**src/rtl/time_disp_pkg.sv**
```systemverilog
// Shared constants and types for the multiplexed HH:MM:SS seven-segment display.
package time_disp_pkg;

    localparam int NUM_DIGITS = 6;

    // Range limits of the binary time fields; anything above is shown as dashes.
    localparam logic [6:0] MAX_HRS    = 7'd23;
    localparam logic [6:0] MAX_MIN_SEC = 7'd59;

    // Segment patterns, active-high, bit order {g,f,e,d,c,b,a}.
    localparam logic [6:0] SEG_DASH  = 7'b1000000;
    localparam logic [6:0] SEG_BLANK = 7'b0000000;
    localparam logic [9:0][6:0] SEG_DIGITS = {
        7'h6F,  // 9
        7'h7F,  // 8
        7'h07,  // 7
        7'h7D,  // 6
        7'h6D,  // 5
        7'h66,  // 4
        7'h4F,  // 3
        7'h5B,  // 2
        7'h06,  // 1
        7'h3F   // 0
    };

    // Digit slot order: index 0 is the rightmost digit on the display.
    typedef enum logic [2:0] {
        DIG_S_UNITS = 3'd0,
        DIG_S_TENS  = 3'd1,
        DIG_M_UNITS = 3'd2,
        DIG_M_TENS  = 3'd3,
        DIG_H_UNITS = 3'd4,
        DIG_H_TENS  = 3'd5
    } digit_e;

endpackage

```
**src/rtl/seg7_encode.sv**
```systemverilog
// BCD to seven-segment encoder with dash and blank overrides (active-high out).
module seg7_encode
    import time_disp_pkg::*;
(
    input  logic [3:0] bcd,
    input  logic       dash,
    input  logic       blank,
    output logic [6:0] seg
);

    // Dash wins over blank so an out-of-range hour never disappears.
    always_comb begin
        // NOTE: a default before the branches keeps every path assigned, so no latch is inferred.
        seg = SEG_BLANK;
        if (dash) begin
            seg = SEG_DASH;
        end else if (!blank && bcd <= 4'd9) begin
            seg = SEG_DIGITS[bcd];
        end
    end

endmodule

```
**src/rtl/time_display_mux.sv**
```systemverilog
// Six-digit multiplexed HH:MM:SS display driver with frame-coherent input capture.
module time_display_mux
    import time_disp_pkg::*;
#(
    parameter int SCAN_DIV   = 1000,
    parameter int ACTIVE_LOW = 1,
    parameter int BLANK_LZ   = 1
) (
    input  logic                  clk,
    input  logic                  rst,
    input  logic                  en,
    input  logic [6:0]            hrs,
    input  logic [6:0]            min,
    input  logic [6:0]            sec,
    output logic [6:0]            seg,
    output logic                  dp,
    output logic [NUM_DIGITS-1:0] an
);

    localparam int              PW        = (SCAN_DIV > 1) ? $clog2(SCAN_DIV) : 1;
    localparam logic [PW-1:0]   PRESC_MAX = PW'(SCAN_DIV - 1);
    localparam logic            INV       = (ACTIVE_LOW != 0);
    localparam logic            BLZ       = (BLANK_LZ != 0);

    logic [PW-1:0]           presc_q, presc_d;
    digit_e                  idx_q, idx_d;
    logic [6:0]              hrs_sh_q, hrs_sh_d;
    logic [6:0]              min_sh_q, min_sh_d;
    logic [6:0]              sec_sh_q, sec_sh_d;
    logic [6:0]              seg_q, seg_d;
    logic                    dp_q, dp_d;
    logic [NUM_DIGITS-1:0]   an_q, an_d;

    logic                    tick;
    logic [7:0]              hrs_bcd, min_bcd, sec_bcd;
    logic                    hrs_bad, min_bad, sec_bad;
    logic [3:0]              digit_bcd;
    logic                    digit_dash, digit_blank;
    logic [6:0]              seg_raw;
    logic                    dp_raw;
    logic [NUM_DIGITS-1:0]   an_raw;

    // Binary 0..59 to {tens, units} by repeated subtraction; out-of-range
    // values are dashed downstream, so their split does not matter.
    function automatic logic [7:0] bcd_split(input logic [6:0] v);
        logic [3:0] tens;
        logic [6:0] rem;
        tens = 4'd0;
        rem  = v;
        for (int k = 0; k < 5; k++) begin
            if (rem >= 7'd10) begin
                rem  = rem - 7'd10;
                tens = tens + 4'd1;
            end
        end
        return {tens, rem[3:0]};
    endfunction

    // Scan timing: prescaler, digit index and once-per-frame input capture.
    always_comb begin
        tick     = (presc_q == PRESC_MAX);
        presc_d  = tick ? '0 : presc_q + PW'(1);
        idx_d    = idx_q;
        hrs_sh_d = hrs_sh_q;
        min_sh_d = min_sh_q;
        sec_sh_d = sec_sh_q;
        if (tick) begin
            if (idx_q == DIG_H_TENS) begin
                idx_d    = DIG_S_UNITS;
                hrs_sh_d = hrs;
                min_sh_d = min;
                sec_sh_d = sec;
            end else begin
                idx_d = digit_e'(idx_q + 3'd1);
            end
        end
    end

    // Pick the field and half (tens/units) for the current slot.
    always_comb begin
        hrs_bcd     = bcd_split(hrs_sh_q);
        min_bcd     = bcd_split(min_sh_q);
        sec_bcd     = bcd_split(sec_sh_q);
        hrs_bad     = (hrs_sh_q > MAX_HRS);
        min_bad     = (min_sh_q > MAX_MIN_SEC);
        sec_bad     = (sec_sh_q > MAX_MIN_SEC);
        digit_bcd   = 4'd0;
        digit_dash  = 1'b0;
        digit_blank = 1'b0;
        case (idx_q)
            DIG_S_UNITS: begin digit_bcd = sec_bcd[3:0]; digit_dash = sec_bad; end
            DIG_S_TENS:  begin digit_bcd = sec_bcd[7:4]; digit_dash = sec_bad; end
            DIG_M_UNITS: begin digit_bcd = min_bcd[3:0]; digit_dash = min_bad; end
            DIG_M_TENS:  begin digit_bcd = min_bcd[7:4]; digit_dash = min_bad; end
            DIG_H_UNITS: begin digit_bcd = hrs_bcd[3:0]; digit_dash = hrs_bad; end
            DIG_H_TENS: begin
                digit_bcd   = hrs_bcd[7:4];
                digit_dash  = hrs_bad;
                digit_blank = BLZ && (hrs_sh_q <= 7'd9);
            end
            default: digit_blank = 1'b1;
        endcase
    end

    seg7_encode u_seg7_encode (
        .bcd   (digit_bcd),
        .dash  (digit_dash),
        .blank (digit_blank),
        .seg   (seg_raw)
    );

    // Output drive: separator blink, digit select gating and polarity.
    always_comb begin
        dp_raw = sec_sh_q[0] && (idx_q == DIG_M_UNITS || idx_q == DIG_H_UNITS);
        an_raw = en ? (NUM_DIGITS'(1) << idx_q) : '0;
        seg_d  = seg_raw ^ {7{INV}};
        dp_d   = dp_raw ^ INV;
        an_d   = an_raw ^ {NUM_DIGITS{INV}};
    end

    // State and output registers; reset leaves every output inactive.
    always_ff @(posedge clk or posedge rst) begin
        if (rst) begin
            presc_q  <= '0;
            idx_q    <= DIG_H_TENS;
            hrs_sh_q <= '0;
            min_sh_q <= '0;
            sec_sh_q <= '0;
            seg_q    <= {7{INV}};
            dp_q     <= INV;
            an_q     <= {NUM_DIGITS{INV}};
        end else begin
            // NOTE: non-blocking assignments so every flop samples pre-edge values.
            presc_q  <= presc_d;
            idx_q    <= idx_d;
            hrs_sh_q <= hrs_sh_d;
            min_sh_q <= min_sh_d;
            sec_sh_q <= sec_sh_d;
            seg_q    <= seg_d;
            dp_q     <= dp_d;
            an_q     <= an_d;
        end
    end

    assign seg = seg_q;
    assign dp  = dp_q;
    assign an  = an_q;

endmodule
```
**config.mk**
```make
export PLATFORM = sky130hd
export DESIGN_NAME = time_display_mux
export DESIGN_NICKNAME = d
export VERILOG_FILES = /design/src/rtl/time_disp_pkg.sv /design/src/rtl/seg7_encode.sv /design/src/rtl/time_display_mux.sv
export SDC_FILE = /design/constraint.sdc
export NUM_CORES = 1
export LEC_CHECK = 0
export ABC_AREA = 1
export ABC_CLOCK_PERIOD_IN_PS = 6400
export BUFFER_PORTS_ARGS = -buffer_cell sky130_fd_sc_hd__buf_2
export CORE_MARGIN = 8
export CORE_UTILIZATION = 63
export DETAILED_ROUTE_END_ITERATION = 12
export PLACE_DENSITY = 0.83
export SYNTH_ARGS = -nofsm -noshare
export SYNTH_HDL_FRONTEND = slang
export SYNTH_SLANG_ARGS = --single-unit
```
**constraint.sdc**
```tcl
create_clock -name clk -period 6.4 [get_ports clk]
set_input_delay 1.28 -clock clk [delete_from_list [all_inputs] [get_ports clk]]
set_output_delay 1.28 -clock clk [all_outputs]
set_load 0.03 [all_outputs]
```
# Word level (Yosys, flattened, before mapping)
# Memory sizes are Yosys's and may differ from the RTL's.
# Cells that the tools add are included.
[totals]
ff_bits = 48
mem_bits_ro = 112
elab_cells = 118
mem_count = 1
[mem_list]
columns = ["memory", "words", "word_bits", "rd", "rd_ports_with_merged_regs", "wr", "line", "text"]
rows = [
  ["(no name shown)", 16, 7, 1, 0, 0, "seg7_encode.sv:18", "seg = SEG_DIGITS[bcd];"],
]
[op_classes]
n_addsub = 29
n_lt_le_gt_ge = 21
eq_ne = 6
shift = 1
mux = 39
n_bitwise = 3
reduce_logical = 10
[ops]
columns = ["op", "n"]
rows = [
  ["7-bit by 4-bit greater-or-equal comparator with 1-bit output, second input constant", 15],
  ["7-bit two-way mux", 15],
  ["7-bit by 4-bit subtractor with 7-bit output, second input constant", 12],
  ["4-bit two-way mux", 15],
  ["4-bit by 1-bit adder with 4-bit output, second input constant", 12],
  ["4-bit case mux with 6 select lines", 1],
  ["7-bit by 6-bit > comparator with 1-bit output, second input constant", 2],
  ["4-bit subtractor, second input constant", 3],
  ["10-bit by 1-bit adder with 10-bit output, second input constant", 1],
  ["10-bit equality test, second input constant", 1],
  ["10-bit two-way mux", 1],
  ["7-bit by 5-bit > comparator with 1-bit output, second input constant", 1],
  ["7-bit by 4-bit <= comparator with 1-bit output, second input constant", 1],
  ["7-bit NOT", 1],
  ["3-bit by 2-bit equality test with 1-bit output, second input constant", 2],
  ["3-bit equality test, second input constant", 2],
  ["6-bit two-way mux", 1],
  ["6-bit NOT", 1],
  ["2-bit OR reduction", 3],
  ["1-bit by 3-bit << shifter with 6-bit output, first input constant", 1],
  ["4-bit by 5-bit < comparator with 1-bit output, second input constant", 1],
  ["5-bit OR reduction", 1],
  ["4-bit <= comparator, second input constant", 1],
  ["3-bit by 1-bit adder with 3-bit output, second input constant", 1],
  ["11 further kinds", 14],
]

# Logic depth before layout (Yosys ltp)
[logic_depth]
depth_word = 16
depth_mapped = 55

# Modules after synthesis
# A second synthesis with hierarchy kept.
[unflattened]
hier_cells = 849
area_unflattened_um2 = 5647.9
[by_module_without_submodules]
columns = ["module", "n_inst", "cells_each", "area_per_inst_um2", "seq_area_each_um2"]
rows = [
  ["time_display_mux", 1, 809, 5415.2, 1221.2],
  ["seg7_encode", 1, 40, 232.7, 0.0],
]

# Least setup slack after synthesis
# OpenSTA, ideal clock, no wires.
[synth_timing]
path_type = "register to register"
startpoint = "register sec_sh_q[2]"
endpoint = "register seg_q[1], in the netlist seg[1]"
setup_ns = 0.072
t_arrival_ns = 4.974
required_time_ns = 6.328
slack_ns = 1.355
path_stages_with_launch = 56
period_less_slack_ns = 5.045
cell_sequence = "dfrtp_1 inv_1 ha_1 nand2_1 nand2_1 nand2_2 nand2_4 nand2_1 nand2_2 inv_1 ha_1 inv_1 nor2_1 nand3_1 nand2_2 nor2_8 nand2_8 nand2_1 [20 not listed] ha_1 nand2_1 nand2_2 nand2_4 nand2_1 nand3_1 inv_1 nor2_1 o21ai_1 inv_1 ha_1 nor2_1 inv_1 nand4_2 nand2_1 nand2_2 nor2_4 o21ai_1"
[synth_between]
elab_chain_cells = 16
[synth_rtl]
columns = ["element", "line", "text"]
rows = [
  ["start: declaration", "time_display_mux.sv:29", "logic [6:0] sec_sh_q, sec_sh_d;"],
  ["start signal: assignment", "time_display_mux.sv:138", "sec_sh_q <= sec_sh_d;"],
  ["7-bit by 4-bit subtractor with 7-bit output / 7-bit by 4-bit greater-or-equal comparator with 1-bit output (equally long branches)", "time_display_mux.sv:52, time_display_mux.sv:51", ""],
  ["7-bit two-way mux / 1-bit two-way mux (equally long branches)", "time_display_mux.sv:51", "if (rem >= 7'd10) begin"],
  ["7-bit by 4-bit subtractor with 7-bit output (tied with other cells)", "time_display_mux.sv:52", "rem = rem - 7'd10;"],
  ["7-bit two-way mux / 4-bit two-way mux (equally long branches)", "time_display_mux.sv:51", ""],
  ["7-bit by 4-bit subtractor with 7-bit output (tied with other cells)", "time_display_mux.sv:52", ""],
  ["7-bit two-way mux / 4-bit two-way mux (equally long branches)", "time_display_mux.sv:51", ""],
  ["7-bit by 4-bit subtractor with 7-bit output (tied with other cells)", "time_display_mux.sv:52", ""],
  ["7-bit two-way mux / 4-bit two-way mux (equally long branches)", "time_display_mux.sv:51", ""],
  ["7-bit by 4-bit greater-or-equal comparator with 1-bit output (tied with other cells)", "time_display_mux.sv:51", ""],
  ["4-bit two-way mux", "time_display_mux.sv:51", ""],
  ["4-bit case mux with 6 select lines", "time_display_mux.sv:90", "case (idx_q)"],
  ["memory 16 x 7 bit / 4-bit <= comparator (equally long branches)", "--", ""],
  ["7-bit two-way mux (implied by the code) / 1-bit logical AND (equally long branches)", "seg7_encode.sv:18, seg7_encode.sv:17", ""],
  ["7-bit two-way mux", "seg7_encode.sv:17", "end else if (!blank && bcd <= 4'd9) begin"],
  ["7-bit two-way mux (*)", "seg7_encode.sv:15", "if (dash) begin"],
  ["7-bit NOT (no source line) (*)", "--", ""],
  ["via seg_d[1]", "time_display_mux.sv:30", "logic [6:0] seg_q, seg_d;"],
  ["end signal: assignment", "time_display_mux.sv:129", "seg_q <= {7{INV}};"],
  ["end signal: assignment", "time_display_mux.sv:139", "seg_q <= seg_d;"],
  ["end: declaration", "time_display_mux.sv:30", ""],
]
# The timed path passes the listed nets; every way through them passes the cells marked *. The select of a mux whose other input is x is not followed.
# A chain may end at the register's enable or synchronous reset.

# Worst setup path in the final report
# Same ends and word-level chain as after synthesis.

==> results.ini <==
[status]
outcome = completed

[detailed_routing]
firstDrtPassIters = 5
drtIter0Drc = 237
vias = 5169
wire_per_inst_um = 12.4
via_per_inst = 5.37
ant_nets = 0
wirelength_um = 11900
drc = 0

[hold_path]
min_to = presc_q[0]
hold-path-cell-count = 1
hold_path.class = flip-flop to flip-flop
hold_path_startpoint = presc_q[0]

[worst_setup_path]
regToRegSetupSlack_ns = 0.68
cp_common_cell = inv_1
cp.required_ns = 6.63
crit_path_start_kind = flip-flop
cp-end-kind = flip-flop
crit_slowest_cell = dfrtp_1
r2r-start = sec_sh_q[2]
cp_max_fo = 7
worstSetupPathType = flip-flop to flip-flop
critPathMaxStageDelay_ns = 0.40
r2r-end = seg[1]
crit_arrival_ns = 5.96
r2r_cells = 54

[yosys]
synth_top_family_by_area = simple AND/OR/NAND/NOR gates
synth_cell_types = 46
synth_top_area_share_pct = 14.2
avgSynthCellArea_um2 = 6.97
synth_area_um2 = 5650
synth.top_cells.by_area = dfrtp_1 (14%), nand2_1 (14%), inv_1 (8.0%), dfstp_2 (7.4%), ha_1 (7.3%)
syn_inst = 811
ys_seq_area_share_pct = 21.6
synth_top_area_cell = dfrtp_1
synth_seq_cells = 48
synth_fp_nets = 868
synth_fa_ha_area_share_pct = 7.31
yosys_warnings = 0
synth_mux_area_share_pct = 4.19
synth-xor-area-share_pct = 2.17
synth-simple-area-share_pct = 47.6
synth-edff-count = 0
synth_compound_area_share_pct = 7.18
synthFlopType = dfrtp_1
async_flop_share_pct = 100

[sta]
timing.hold.ws_ns = 0.461
finalHoldViolCount = 0
fin_skew_ns = 0.00883
drv_slew = 0
setup_slack_ns = 0.676
period_share_pct = 89.4
finalCriticalPeriod_ns = 5.72
setup_tns_ns = 0
rsz0062_at_grt = no
max-slew-margin-rel_pct = 21.4
max_slew.worst_pin.slew_ns = 1.17
clock.fmax_ghz = 0.175
setup_viol = 0

[grt]
grt.overflow.total = 0
grt_pass1_wl_um = 21100
grt_max_degree = 49
grt_antenna_before_repair = 0
grt_pass1_vias = 5053
grt_use_total_pct = 19.3

[clock_network]
ctsHoldBuffers = 0
numCtsBuffers = 5
htree_levels = 2
clock-root-buffer = clkbuf_8
cts_sinks = 48
clk_latency_ns = 0.31
cts_tree = built
clockBufferDepth = 2
clk_pin_slew_worst_paths_ns = 0.10

[floorplanning]
coreArea_um2 = 8720
dieArea_um2 = 12300
die_y_um = 111
io_pins = 38
initial_utilization_pct = 64.8
rows = 34
die_w_um = 111

[placement]
preCtsSetupSlack_ns = 0.682
dp_hpwl_um = 9730
gp_congestion = 0.859
port_buffers = 37

[job]
max_cap_violations = 0

[final_layout]
area_delta_synth_final_pct = 8.04
final_layout_size_suffix_gt1_share_pct = 28.2
finalNetCount = 910
diodes = 0

[pwr]
p_int_w = 0.000839
p_per_area_nw_per_um2 = 267
p_seq_share_pct = 21.6
ir_worst_vdd_mv = 0.123
switching_share_pct = 48.5
power.leakage_nw = 3.34
clock_power_share_pct = 16.4
comb_power_share_pct = 62.0
switchingPower_w = 0.000791

[timing repair]
item	4_1_cts	5_1_grt
gates resized for setup	0	1
setup endpoints to repair	0	6
buffers inserted	0	0
[worst max path at each step]
stage | from | endpoint | slack [ns] | cells after the start
final | sec_sh_q[2] | seg[1] | 0.68 | 54
after global routing | sec_sh_q[2] | seg[1] | 0.003 | 54
after CTS | sec_sh_q[2] | seg[1] | 0.64 | 55
after detailed placement | sec_sh_q[2] | seg[1] | 0.68 | 55
after global placement | sec_sh_q[2] | seg[1] | 1.07 | 55
after floorplan | sec_sh_q[2] | seg[1] | 1.35 | 55
[cells in the mapped netlist (14+ instances only)]
library cell / count
nand2_2: 46
o21ai_0: 14
dfstp_2: 16
inv_1: 120
nor2_1: 40
nand3_2: 20
nand2_4: 31
nand3_1: 82
inv_2: 24
nand2_1: 210
ha_1: 33
a21oi_1: 18
dfrtp_1: 32
mux2_2: 21
[cells by family after synthesis]
family / count (synthesis)
compound gates: 64
xor+xnor: 14
fa+ha+maj: 33
buf+inv: 149
flops: 48
mux: 21
simple gates: 482
[sequential cells by signal, indices dropped and copies added (netlist names)]
register and flops:
min_sh_q 7, presc_q 10, dp 1, an 6
hrs_sh_q 7, idx_q 3, seg 7, sec_sh_q 7
[area by class of cell]
type / instances / area, um2
clock inverters: 3 / 68.8
inverters: 147 / 556
well taps: 108 / 135
repair buffers: 37 / 185
flip-flops and latches: 48 / 1220
multi-input cells: 614 / 3870
clock buffers: 5 / 68.8
fillers: 708 / 2620
[layer usage]
metal  share of wire (%)  routed length, um  track usage, %
met3                 3.8                448            3.08
met4                 1.1                129            3.87
met5                   0                  0               0
met2                  50               5910            35.1
met1                  46               5430            23.2
[layout by cell type (no fill, tap or decap), drive strengths merged]
cell type	synthesis	final
a211oi	1	1
a21boi	2	2
a21oi	19	19
a221oi	1	1
buf	0	37
bufinv	0	2
clkbuf	2	5
clkinv	2	2
dfrtp	32	32
dfstp	16	16
ha	33	33
inv	145	146
mux2	21	21
nand2	290	290
nand3	105	105
nand3b	6	6
nand4	13	13
nor2	58	58
nor3	8	8
nor4	1	1
o211ai	6	6
o21a	1	1
o21ai	30	30
o21bai	1	1
o22ai	1	1
o311ai	1	1
o31ai	1	1
or2	1	1
xnor2	2	2
xor2	12	12
[power by group through the flow]
stage / Clock, W / Sequential [W] / Combinational [W]
global route: 0.000284 / 0.000356 / 0.00114
finish: 0.000267 / 0.000352 / 0.00101
CTS: 0.000271 / 0.000353 / 0.00101
detailed placement: 0 / 0.000358 / 0.00100
global placement: 0 / 0.000358 / 0.000967
floorplan: 0 / 0.000394 / 0.000801
[critical path, delay by kind of cell (launching register included)]
kind                       cells  cell delay, ns
and+or+nand+nor               35            3.14
buffers and inverters         11            0.80
DFF                            1            0.40
AOI/OAI and AO/OA              2            0.18
adders and majority gates      6            1.07
[stage by stage]
stage	util (%)	total power [W]	area (um2)	cells
2_1_floorplan	-	0.00119	5650	811
3_5_place_dp	68.4	0.00136	5960	954
3_3_place_gp	68.4	0.00133	5960	954
4_1_cts	69.9	0.00163	6100	962
5_1_grt	70.0	0.00178	6100	962
6_report	70.0	0.00163	6100	962
Note: power is estimated with default switching activity, not from simulation.
